## src/rtl/subcounter_sched_pkg.sv

```systemverilog
// Shared encodings for the subcounter scheduler: subcounter commands, request ops and FSM states.
package subcounter_pkg;

  localparam logic [1:0] CMD_CLR  = 2'b00;
  localparam logic [1:0] CMD_INC  = 2'b01;
  localparam logic [1:0] CMD_HOLD = 2'b10;

  localparam logic [1:0] OP_CLEAR    = 2'b00;
  localparam logic [1:0] OP_INC      = 2'b01;
  localparam logic [1:0] OP_READ     = 2'b10;
  localparam logic [1:0] OP_READ_ALT = 2'b11;

  typedef enum logic [1:0] {
    IDLE  = 2'b00,
    ISSUE = 2'b01,
    ACK   = 2'b10
  } state_t;

endpackage

```

## src/rtl/subcounter_sched_rr_arbiter.sv

```systemverilog
// Round-robin arbiter: first active request at or after the pointer, wrapping, as one-hot and index.
module rr_arbiter #(
  parameter int num_req = 4,
  parameter int IDXW    = $clog2(num_req)
) (
  input  logic [num_req-1:0] i_req,
  input  logic [IDXW-1:0]    i_ptr,
  output logic [num_req-1:0] o_grant,
  output logic [IDXW-1:0]    o_idx,
  output logic               o_valid
);

  localparam logic [IDXW:0] NREQ_W = (IDXW+1)'(num_req);

  logic [IDXW:0] w_sum;

  // Walk the requesters starting at the pointer; the first hit wins.
  always_comb begin
    o_grant = '0;
    o_idx   = '0;
    o_valid = 1'b0;
    w_sum   = '0;
    for (int i = 0; i < num_req; i++) begin
      w_sum = {1'b0, i_ptr} + (IDXW+1)'(i);
      if (w_sum >= NREQ_W) w_sum = w_sum - NREQ_W;
      if (!o_valid && i_req[w_sum[IDXW-1:0]]) begin
        o_valid                  = 1'b1;
        o_idx                    = w_sum[IDXW-1:0];
        o_grant[w_sum[IDXW-1:0]] = 1'b1;
      end
    end
  end

endmodule

```

## src/rtl/subcounter_sched.sv

```systemverilog
// Schedules round-robin clear/increment/read ops onto a chained subcounter bank used as one wide counter.
// Define SUBCOUNTER_SCHED_SATURATE_EN to hold the bank at all-ones on overflow instead of wrapping to 0.
module subcounter_sched
  import subcounter_pkg::*;
#(
  parameter int granularity = 4,
  parameter int num_sub     = 4,
  parameter int num_req     = 4
) (
  input  logic                             clk,
  input  logic                             rst,
  input  logic [num_req-1:0]               req_valid,
  input  logic [2*num_req-1:0]             req_cmd,
  output logic [num_req-1:0]               ack,
  output logic [num_sub*granularity-1:0]   rsp_data,
  output logic                             rsp_ovf,
  output logic [2*num_sub-1:0]             sub_command_out,
  input  logic [num_sub*granularity-1:0]   sub_data_in
);

  localparam int IDXW = $clog2(num_req);

  state_t               r_state;
  state_t               w_next;
  logic [IDXW-1:0]      r_ptr;
  logic [IDXW-1:0]      r_gidx;
  logic [num_req-1:0]   r_grant;
  logic [1:0]           r_op;
  logic                 r_ovf;

  logic [num_req-1:0]   w_grant;
  logic [IDXW-1:0]      w_gidx;
  logic                 w_gvalid;
  logic [num_sub-1:0]   w_carry;
  logic                 w_all_ones;

  rr_arbiter #(
    .num_req (num_req),
    .IDXW    (IDXW)
  ) u_arb (
    .i_req   (req_valid),
    .i_ptr   (r_ptr),
    .o_grant (w_grant),
    .o_idx   (w_gidx),
    .o_valid (w_gvalid)
  );

  // Carry lookahead: sub k may increment only when every lower sub is all-ones.
  always_comb begin
    logic w_acc;
    w_acc   = 1'b1;
    w_carry = '0;
    for (int k = 0; k < num_sub; k++) begin
      w_carry[k] = w_acc;
      w_acc      = w_acc & (&sub_data_in[k*granularity +: granularity]);
    end
    w_all_ones = w_acc;
  end

  always_ff @(posedge clk) begin
    if (rst) begin
      r_state <= IDLE;
      r_ptr   <= '0;
      r_gidx  <= '0;
      r_grant <= '0;
      r_op    <= OP_READ;
      r_ovf   <= 1'b0;
    end else begin
      r_state <= w_next;
      case (r_state)
        IDLE: begin
          if (w_gvalid) begin
            r_gidx  <= w_gidx;
            r_grant <= w_grant;
            r_op    <= req_cmd[{w_gidx, 1'b0} +: 2];
          end
        end
        ISSUE: r_ovf <= (r_op == OP_INC) && w_all_ones;
        ACK: begin
          if (r_gidx == IDXW'(num_req - 1)) r_ptr <= '0;
          else                              r_ptr <= r_gidx + IDXW'(1);
        end
        default: ;
      endcase
    end
  end

  always_comb begin
    w_next = r_state;
    case (r_state)
      IDLE:    if (w_gvalid) w_next = ISSUE;
      ISSUE:   w_next = ACK;
      ACK:     w_next = IDLE;
      default: w_next = IDLE;
    endcase
  end

  // Reset overrides everything so the bank clears while rst is held, even mid-op.
  always_comb begin
    sub_command_out = {num_sub{CMD_HOLD}};
    ack             = '0;
    rsp_data        = '0;
    rsp_ovf         = 1'b0;
    if (rst) begin
      sub_command_out = {num_sub{CMD_CLR}};
    end else if (r_state == ISSUE) begin
      case (r_op)
        OP_CLEAR: sub_command_out = {num_sub{CMD_CLR}};
        OP_INC: begin
          for (int k = 0; k < num_sub; k++)
            sub_command_out[2*k +: 2] = w_carry[k] ? CMD_INC : CMD_HOLD;
`ifdef SUBCOUNTER_SCHED_SATURATE_EN
          if (w_all_ones) sub_command_out = {num_sub{CMD_HOLD}};
`endif
        end
        default: sub_command_out = {num_sub{CMD_HOLD}};
      endcase
    end else if (r_state == ACK) begin
      ack      = r_grant;
      rsp_data = sub_data_in;
      rsp_ovf  = r_ovf;
    end
  end

endmodule

```

## config.mk

```make
export PLATFORM = sky130hd
export DESIGN_NAME = subcounter_sched
export DESIGN_NICKNAME = d
export VERILOG_FILES = /design/src/rtl/subcounter_sched_pkg.sv /design/src/rtl/subcounter_sched_rr_arbiter.sv /design/src/rtl/subcounter_sched.sv
export SDC_FILE = /design/constraint.sdc
export NUM_CORES = 1
export LEC_CHECK = 0
export BUFFER_PORTS_ARGS = -buffer_cell sky130_fd_sc_hd__buf_2
export CAP_MARGIN = 10
export CORE_ASPECT_RATIO = 1.25
export CORE_UTILIZATION = 44
export CTS_CLUSTER_SIZE = 8
export DETAILED_ROUTE_END_ITERATION = 6
export GPL_ROUTABILITY_DRIVEN = 0
export PLACE_DENSITY = 0.87
export SLEW_MARGIN = 20
export SYNTH_ARGS = -nofsm -noshare
export SYNTH_HDL_FRONTEND = slang
export SYNTH_SLANG_ARGS = --single-unit
```

## constraint.sdc

```tcl
create_clock -name clk -period 2.5 [get_ports clk]
set_clock_uncertainty 0.05 [all_clocks]
set_input_delay 0.25 -clock clk [delete_from_list [all_inputs] [get_ports clk]]
set_output_delay 0.25 -clock clk [all_outputs]
set_load 0.005 [all_outputs]
```

==> flow_summary.ini, run 1 <==
[critical_path]
worstPathBufferInverterCount = 2
r2r.worst_path.cells = 8
arrival_ns = 2.52
start_kind = flop
path_class = reg2reg
critical_path_peak_fanout = 7
worst_ep_required_time_ns = 2.60
setup.worst_path.end_class = flop
cpPeakStageDelay_ns = 0.56
worstSetupPathDepth = 8
critical_path.slowest_cell = sky130_fd_sc_hd__mux4_2
path_delay_family = multiplexers
timing.critical_path.cells = inv_6 > ha_4 > mux4_2 > inv_2 > a21oi_2 > mux2_1 > a2111oi_2 > a211oi_2

[floorplan]
die_h_microns = 65.35
core.rowCount = 22
initial_core_util = 0.4708
fp.dieArea_sq_um = 3443
io_pins = 59
floorplan.core_area_sq_um = 3000
dieWidth_microns = 52.68

[clock_tree]
worst_skew_late_latency_ns = 0.28
post_cts_buffers = 0
clock_tree_from_tritoncts = done
clk_pin_slew_worst_paths_ns = 0.08
cts_resizes = 0
root_buffer_cell = sky130_fd_sc_hd__clkbuf_4
cts_max_path_buffers = 2
cts_max_level = 1
cts_made_buffers = 3
post_cts_hold_buffer_count = 0
cts.sink_count = 13

[sta]
timing_worst_slew_pin_value_ns = 0.8265
timing.final.crit_share = 0.9646
drv_slew = 0
maximum_frequency_from_static_timing_analysis_ghz = 0.4147
tns_setup_ns = 0
timing.final.crit_period_ns = 2.411
hold_viol_final = 0
setup_viol = 0
timing.max_slew.rel_slack = 0.4470

[power_and_ir_drop]
cell_internal_power_dissipation_w = 0.0004318
net-switching-power_w = 0.0002445
power.sequential.fraction = 0.362
power.total_w = 0.0006763
power.static_leakage_nw = 0.8559
swShare = 0.3616
power.density_nw_per_um2 = 374.1
share_clk_of_total_power = 0.193
power.ir.vdd_worst_mv = 0.2446
combPwrFrac = 0.445

[synthesis]
synth_sequential_area_ratio = 0.1842
netlist-cell-type-count = 45
synth.cell_area_sq_um = 1413
synthArstFlopShare = 0
postSynthCellCount = 186
ys_warn_count = 0
synth.net_count = 222
synth.ff_latch_count = 13
yosys_most_used_dff = sky130_fd_sc_hd__dfxtp_1
syn_area_per_cell_sq_um = 7.595
count_of_flip_flops_with_a_built_in_enable_after_synthesis = 0

[drt]
postRouteWirelength_microns = 3547
via_per_inst = 5.756
detailedRoute.firstPassIterationCount = 4
number_of_design_rule_violations_left_by_the_first_detailed_router_iteration = 49
drc = 0
route.detailed.wl_per_inst_microns = 12.71
post_drt_antenna_nets = 0
detailroute.via_count = 1606

[global_route]
antenna_violations_before_repair = 0
globalRouteMet1Util = 0.2224
grt.met2_usage = 0.3892
globalRouteTotalUtil = 0.2058
grt_first_pass_wirelength_microns = 5423
grt.busiest_layer = met2
gr-usage-met3 = 0.01620
grt.overflow.total = 0
grt_pass1_vias = 1341
grt_max_degree = 22

[finish]
areaGrowthSynthToFinish_pct = 27.99
layout_cells_sized_above_1 = 0.3745
layout.filler_cells = 310
antenna_diode_count = 0
finish.instance_area_sq_um = 1808
finalNonFillerCells = 279
finish.net_count = 280
fin_util = 0.6026

[placed_design]
placedCellCount = 275
buffer_ports.inserted = 58
placedInstanceArea_sq_um = 1762
detailedPlacementHpwl_microns = 2803

[run]
cap_viol_max_count = 0

[run_status]
status = finished, final reports clean

[worst_hold_path]
hold_depth = 2
worst_hold_path_type = in2reg
==> worst reg2reg max path, cell delays in order, from the launching register on <==
cell and delay [ns]:
sky130_fd_sc_hd__dfxtp_4 0.37, sky130_fd_sc_hd__inv_6 0.03, sky130_fd_sc_hd__ha_4 0.29, sky130_fd_sc_hd__mux4_2 0.57, sky130_fd_sc_hd__inv_2 0.11, sky130_fd_sc_hd__a21oi_2 0.07
sky130_fd_sc_hd__mux2_1 0.33, sky130_fd_sc_hd__a2111oi_2 0.39, sky130_fd_sc_hd__a211oi_2 0.08
==> layout by cell type (no fill, tap or decap), drive strengths merged <==
cell type,synthesis,layout
clkbuf,5,4
a221oi,1,1
o21bai,1,1
a22oi,9,9
a21oi,13,13
o21ai,7,7
o211a,4,4
a222oi,1,1
nor4,2,2
and2,22,22
dfxtp,13,13
a2bb2oi,1,1
or3,1,1
nor3,14,14
and3,1,1
inv,9,9
nor2,22,22
nor3b,2,2
o211ai,2,2
ha,6,6
a211oi,3,3
buf,8,66
nand4,4,4
mux2i,4,4
a21o,1,1
a211o,1,1
o22ai,1,1
nand2,9,9
mux4,3,3
o221ai,1,1
nand2b,6,6
nor2b,3,3
a2111oi,2,2
mux2,4,4
==> cells in the mapped netlist, types with 2 or more instances <==
master                     count  area share
sky130_fd_sc_hd__and2_1       22       0.097
sky130_fd_sc_hd__nor2_1       22       0.058
sky130_fd_sc_hd__nor3_1       14       0.050
sky130_fd_sc_hd__dfxtp_1      13        0.18
sky130_fd_sc_hd__a21oi_1      12       0.043
sky130_fd_sc_hd__nand2_1       9       0.024
sky130_fd_sc_hd__a22oi_1       8       0.043
sky130_fd_sc_hd__inv_1         8       0.021
sky130_fd_sc_hd__o21ai_0       7       0.025
sky130_fd_sc_hd__ha_1          6       0.053
sky130_fd_sc_hd__nand2b_1      6       0.027
sky130_fd_sc_hd__clkbuf_1      5       0.013
sky130_fd_sc_hd__buf_2         4       0.014
sky130_fd_sc_hd__mux2i_1       4       0.028
sky130_fd_sc_hd__nand4_1       4       0.018
sky130_fd_sc_hd__o211a_1       4       0.028
sky130_fd_sc_hd__buf_6         3       0.024
sky130_fd_sc_hd__mux2_2        3       0.024
sky130_fd_sc_hd__mux4_2        3       0.048
sky130_fd_sc_hd__a211oi_1      2       0.011
sky130_fd_sc_hd__nor2b_1       2      0.0089
sky130_fd_sc_hd__o211ai_1      2       0.011
==> per-stage QoR <==
stage	hold slack (ns)	setup slack [ns]
floorplan	0.3961	-0.08412
global placement	0.4200	0.1262
detailed placement	0.4349	0.08169
CTS	0.2841	0.06916
global route	0.3123	-0.009285
finish	0.2820	0.08852
==> final timing paths <==
kind | start | endpoint | slack, ns
setup reg to reg | r_ptr[0] | r_op[1] | 0.09
hold reg to reg | r_grant[0] | r_grant[0] | 0.44
hold / removal | rst | r_gidx[1] | 0.28
setup / recovery | r_ptr[0] | r_op[1] | 0.09
==> kinds of logic after synthesis <==
| group | after synthesis | synth area share |
|---|---|---|
| and+or+nand+nor | 86 | 0.3286 |
| AOI/OAI and AO/OA | 48 | 0.2480 |
| buffers and inverters | 22 | 0.07794 |
| DFF | 13 | 0.1842 |
| muxes | 11 | 0.1081 |
| adders and majority gates | 6 | 0.05314 |
==> per-layer routing <==
metal,up-vias,part of all wire,wire length [microns]
li1,787,-,-
met1,733,0.41,1453
met2,82,0.50,1762
met3,4,0.081,289
met4,0,0.012,42
met5,-,0,0
==> power groups by stage <==
stage / logic (W) / clock network, W / registers [W]
finish: 0.000301 / 0.000131 / 0.000245
global route: 0.000331 / 0.000145 / 0.000248
CTS: 0.000290 / 0.000134 / 0.000246
detailed placement: 0.000288 / 0 / 0.000250
global placement: 0.000282 / 0 / 0.000249
floorplan: 0.000211 / 0 / 0.000246
==> sequential cells by signal (all words and copies together) (netlist names) <==
| name | count |
|---|---|
| r_grant | 4 |
| r_gidx | 2 |
| r_op | 2 |
| r_state | 2 |
| r_ptr | 2 |
| r_ovf | 1 |
==> layout make-up <==
| class | instances | area, sq um | share of cell area |
|---|---|---|---|
| Timing Repair Buffer | 66 | 350.3 | 0.1938 |
| Inverter | 9 | 38.79 | 0.02145 |
| Clock buffer | 4 | 26.28 | 0.01453 |
| Sequential cell | 13 | 265.3 | 0.1467 |
| Multi-Input combinational cell | 151 | 1082 | 0.5986 |
| Tap cell | 36 | 45.04 | 0.02491 |
Power figures use the tool's default switching activity.
==> inputs of run 2 (changes only) <==
Settings changed: ABC_AREA set to 1, CORE_UTILIZATION 44 to 42, PLACE_DENSITY 0.87 to 0.86.
==> run 2 against run 1 <==
Largest power group unchanged. Area after synthesis down 9.1%. Worst hold slack worse by 0.10 ns. Combinational power grew 25%. Register-to-register slack better by 0.37 ns. Sequential share of layout area increased by 1.1 points. Largest cell class unchanged. Worst setup slack better by 0.37 ns. Power rose by 14%. Synthesized cell count is 14% higher.
==> flow_summary.ini, run 2 <==
[run_status]
status = finished, final reports clean

[synthesis]
yosys.cell_count.top_type = sky130_fd_sc_hd__inv_1
synth.ff_latch_count = 13
syn_area_per_cell_sq_um = 6.055
synth.cell_area_sq_um = 1284
ys_warn_count = 0
count_of_flip_flops_with_a_built_in_enable_after_synthesis = 0
synth.net_count = 248
synthArstFlopShare = 0
netlist.area_leader.share = 0.2027
netlist_top_cells_count = sky130_fd_sc_hd__inv_1 (44), sky130_fd_sc_hd__nor2_1 (39), sky130_fd_sc_hd__nand2_1 (34)
postSynthCellCount = 212
ys_top_cells_by_area = sky130_fd_sc_hd__dfxtp_1 (20%), sky130_fd_sc_hd__inv_1 (13%), sky130_fd_sc_hd__nor2_1 (11%), sky130_fd_sc_hd__nand2_1 (9.9%), sky130_fd_sc_hd__nand3_1 (6.2%)
yosys_most_used_dff = sky130_fd_sc_hd__dfxtp_1
netlist-cell-type-count = 28
synth_sequential_area_ratio = 0.2027
synth_top_cell_by_area = sky130_fd_sc_hd__dfxtp_1

[floorplan]
die_h_microns = 63.81
dieWidth_microns = 51.45
fp.dieArea_sq_um = 3283
core.rowCount = 22
io_pins = 59
floorplan.core_area_sq_um = 2918
initial_core_util = 0.4400

[power_and_ir_drop]
share_clk_of_total_power = 0.173
power.sequential.fraction = 0.338
power.static_leakage_nw = 0.9550
power.ir.vdd_worst_mv = 0.2391
cell_internal_power_dissipation_w = 0.0004409
power.density_nw_per_um2 = 467.7
combPwrFrac = 0.489
swShare = 0.4270
net-switching-power_w = 0.0003286

[sta]
timing.final.crit_share = 0.8183
grt_setup_unrepaired = no
timing.max_slew.rel_slack = 0.7151
maximum_frequency_from_static_timing_analysis_ghz = 0.4888
hold_slack_ns = 0.1776
timing_worst_slew_pin_value_ns = 0.4235
hold_viol_final = 0
timing.final.crit_period_ns = 2.046
tns_setup_ns = 0
setup_viol = 0
drv_slew = 0

[finish]
finish.net_count = 310
layout_cells_sized_above_1 = 0.3077
most-common-layout-cells = sky130_fd_sc_hd__buf_2 (58), sky130_fd_sc_hd__inv_1 (44), sky130_fd_sc_hd__nor2_1 (39)
layout.cells.most_common = sky130_fd_sc_hd__buf_2
multiInputGateArea_sq_um = 822.0
areaGrowthSynthToFinish_pct = 28.17
layout.filler_cells = 297
registers.top_by_ff_count = r_grant
number_of_flip_flops_in_the_largest_register = 4
antenna_diode_count = 0
register_area_sq_um = 260.3

[global_route]
grt.overflow.total = 0
antenna_violations_before_repair = 0
grt_pass1_vias = 1331
grt_max_degree = 22
grt_first_pass_wirelength_microns = 5064
globalRouteTotalUtil = 0.1926

[drt]
via_per_inst = 4.929
drc = 0
number_of_design_rule_violations_left_by_the_first_detailed_router_iteration = 25
post_drt_antenna_nets = 0
detailedRoute.firstPassIterationCount = 4
postRouteWirelength_microns = 3073
route.detailed.wl_per_inst_microns = 9.945
detailroute.via_count = 1523

[critical_path]
critical_path_peak_fanout = 8
path_class = reg2reg
arrival_ns = 2.23
start_kind = flop
setup.worst_path.end_class = flop
worst_ep_required_time_ns = 2.68

[clock_tree]
clk_pin_slew_worst_paths_ns = 0.08
cts.sink_count = 13
cts_max_level = 1
clock_tree_from_tritoncts = done
cts_made_buffers = 3
post_cts_buffers = 0
worst_skew_late_latency_ns = 0.28
cts_max_path_buffers = 2
post_cts_hold_buffer_count = 0
root_buffer_cell = sky130_fd_sc_hd__clkbuf_4
cts_resizes = 0

[run]
cap_viol_max_count = 0

[placed_design]
buffer_ports.inserted = 58
detailedPlacementHpwl_microns = 2493

[worst_hold_path]
worst_hold_path_type = in2reg
run 2: cell type report:
class | instances | share of cell area
clock buffer | 4 | 0.01597
inverter | 47 | 0.1087
multi-input combinational | 148 | 0.4996
sequential | 13 | 0.1582
tap | 36 | 0.02738
timing repair buffer | 61 | 0.1901
run 2: cells by family (layout without fill, tap and decap cells):
family	count (synthesis)	after routing	share of synthesized area
buf+inv	51	112	0.1569
simple gates	114	114	0.4464
flops	13	13	0.2027
compound gates	28	28	0.1355
fa+ha+maj	6	6	0.05848
run 2: metal layers:
layer  up-vias  wire length, microns  GRT usage
met5         -                     0          0
met4         0                    53    0.07095
met2        67                  1520     0.3701
li1        793                     -          -
met3         8                   228    0.02381
met1       655                  1271     0.2041
run 2: through the flow:
stage | util | std cells | power [W] | setup slack, ns | cell area, sq um
2_1_floorplan | - | 212 | 0.0005444 | 0.5026 | 1284
3_3_place_gp | 0.5549 | 305 | 0.0006309 | 0.5525 | 1619
3_5_place_dp | 0.5549 | 305 | 0.0006380 | 0.5051 | 1619
4_1_cts | 0.5639 | 309 | 0.0007696 | 0.4718 | 1645
5_1_grt | 0.5639 | 309 | 0.0008300 | 0.2343 | 1645
6_report | 0.5639 | 309 | 0.0007694 | 0.4543 | 1645
run 2: final timing paths:
kind,start,to,slack (ns),cells past startpoint
min reg2reg,r_ovf,r_ovf,0.45,2
max,r_ptr[0],r_op[0],0.45,13
max reg2reg,r_ptr[0],r_op[0],0.45,13
min,rst,r_gidx[0],0.18,2
run 2: worst max-delay path: stages, from the launching register on:
cell                      delay, ns
sky130_fd_sc_hd__dfxtp_1       0.35
sky130_fd_sc_hd__inv_2         0.10
sky130_fd_sc_hd__ha_1          0.37
sky130_fd_sc_hd__inv_1         0.15
sky130_fd_sc_hd__nand3_2       0.11
sky130_fd_sc_hd__nand2_4       0.12
sky130_fd_sc_hd__nand3_4       0.10
sky130_fd_sc_hd__nor2_4        0.17
sky130_fd_sc_hd__nand2_1       0.07
sky130_fd_sc_hd__o21ai_0       0.12
sky130_fd_sc_hd__nand3_1       0.11
sky130_fd_sc_hd__nand3_1       0.08
sky130_fd_sc_hd__nand2_1       0.05
sky130_fd_sc_hd__inv_1         0.04
run 2: power by group through the flow:
stage | sequential [W] | combinational (W) | clock (W)
after global placement | 0.000264 | 0.000367 | 0
after global routing | 0.000264 | 0.000428 | 0.000138
final | 0.000260 | 0.000376 | 0.000133
after detailed placement | 0.000266 | 0.000372 | 0
after floorplan | 0.000264 | 0.000280 | 0
after CTS | 0.000261 | 0.000375 | 0.000134
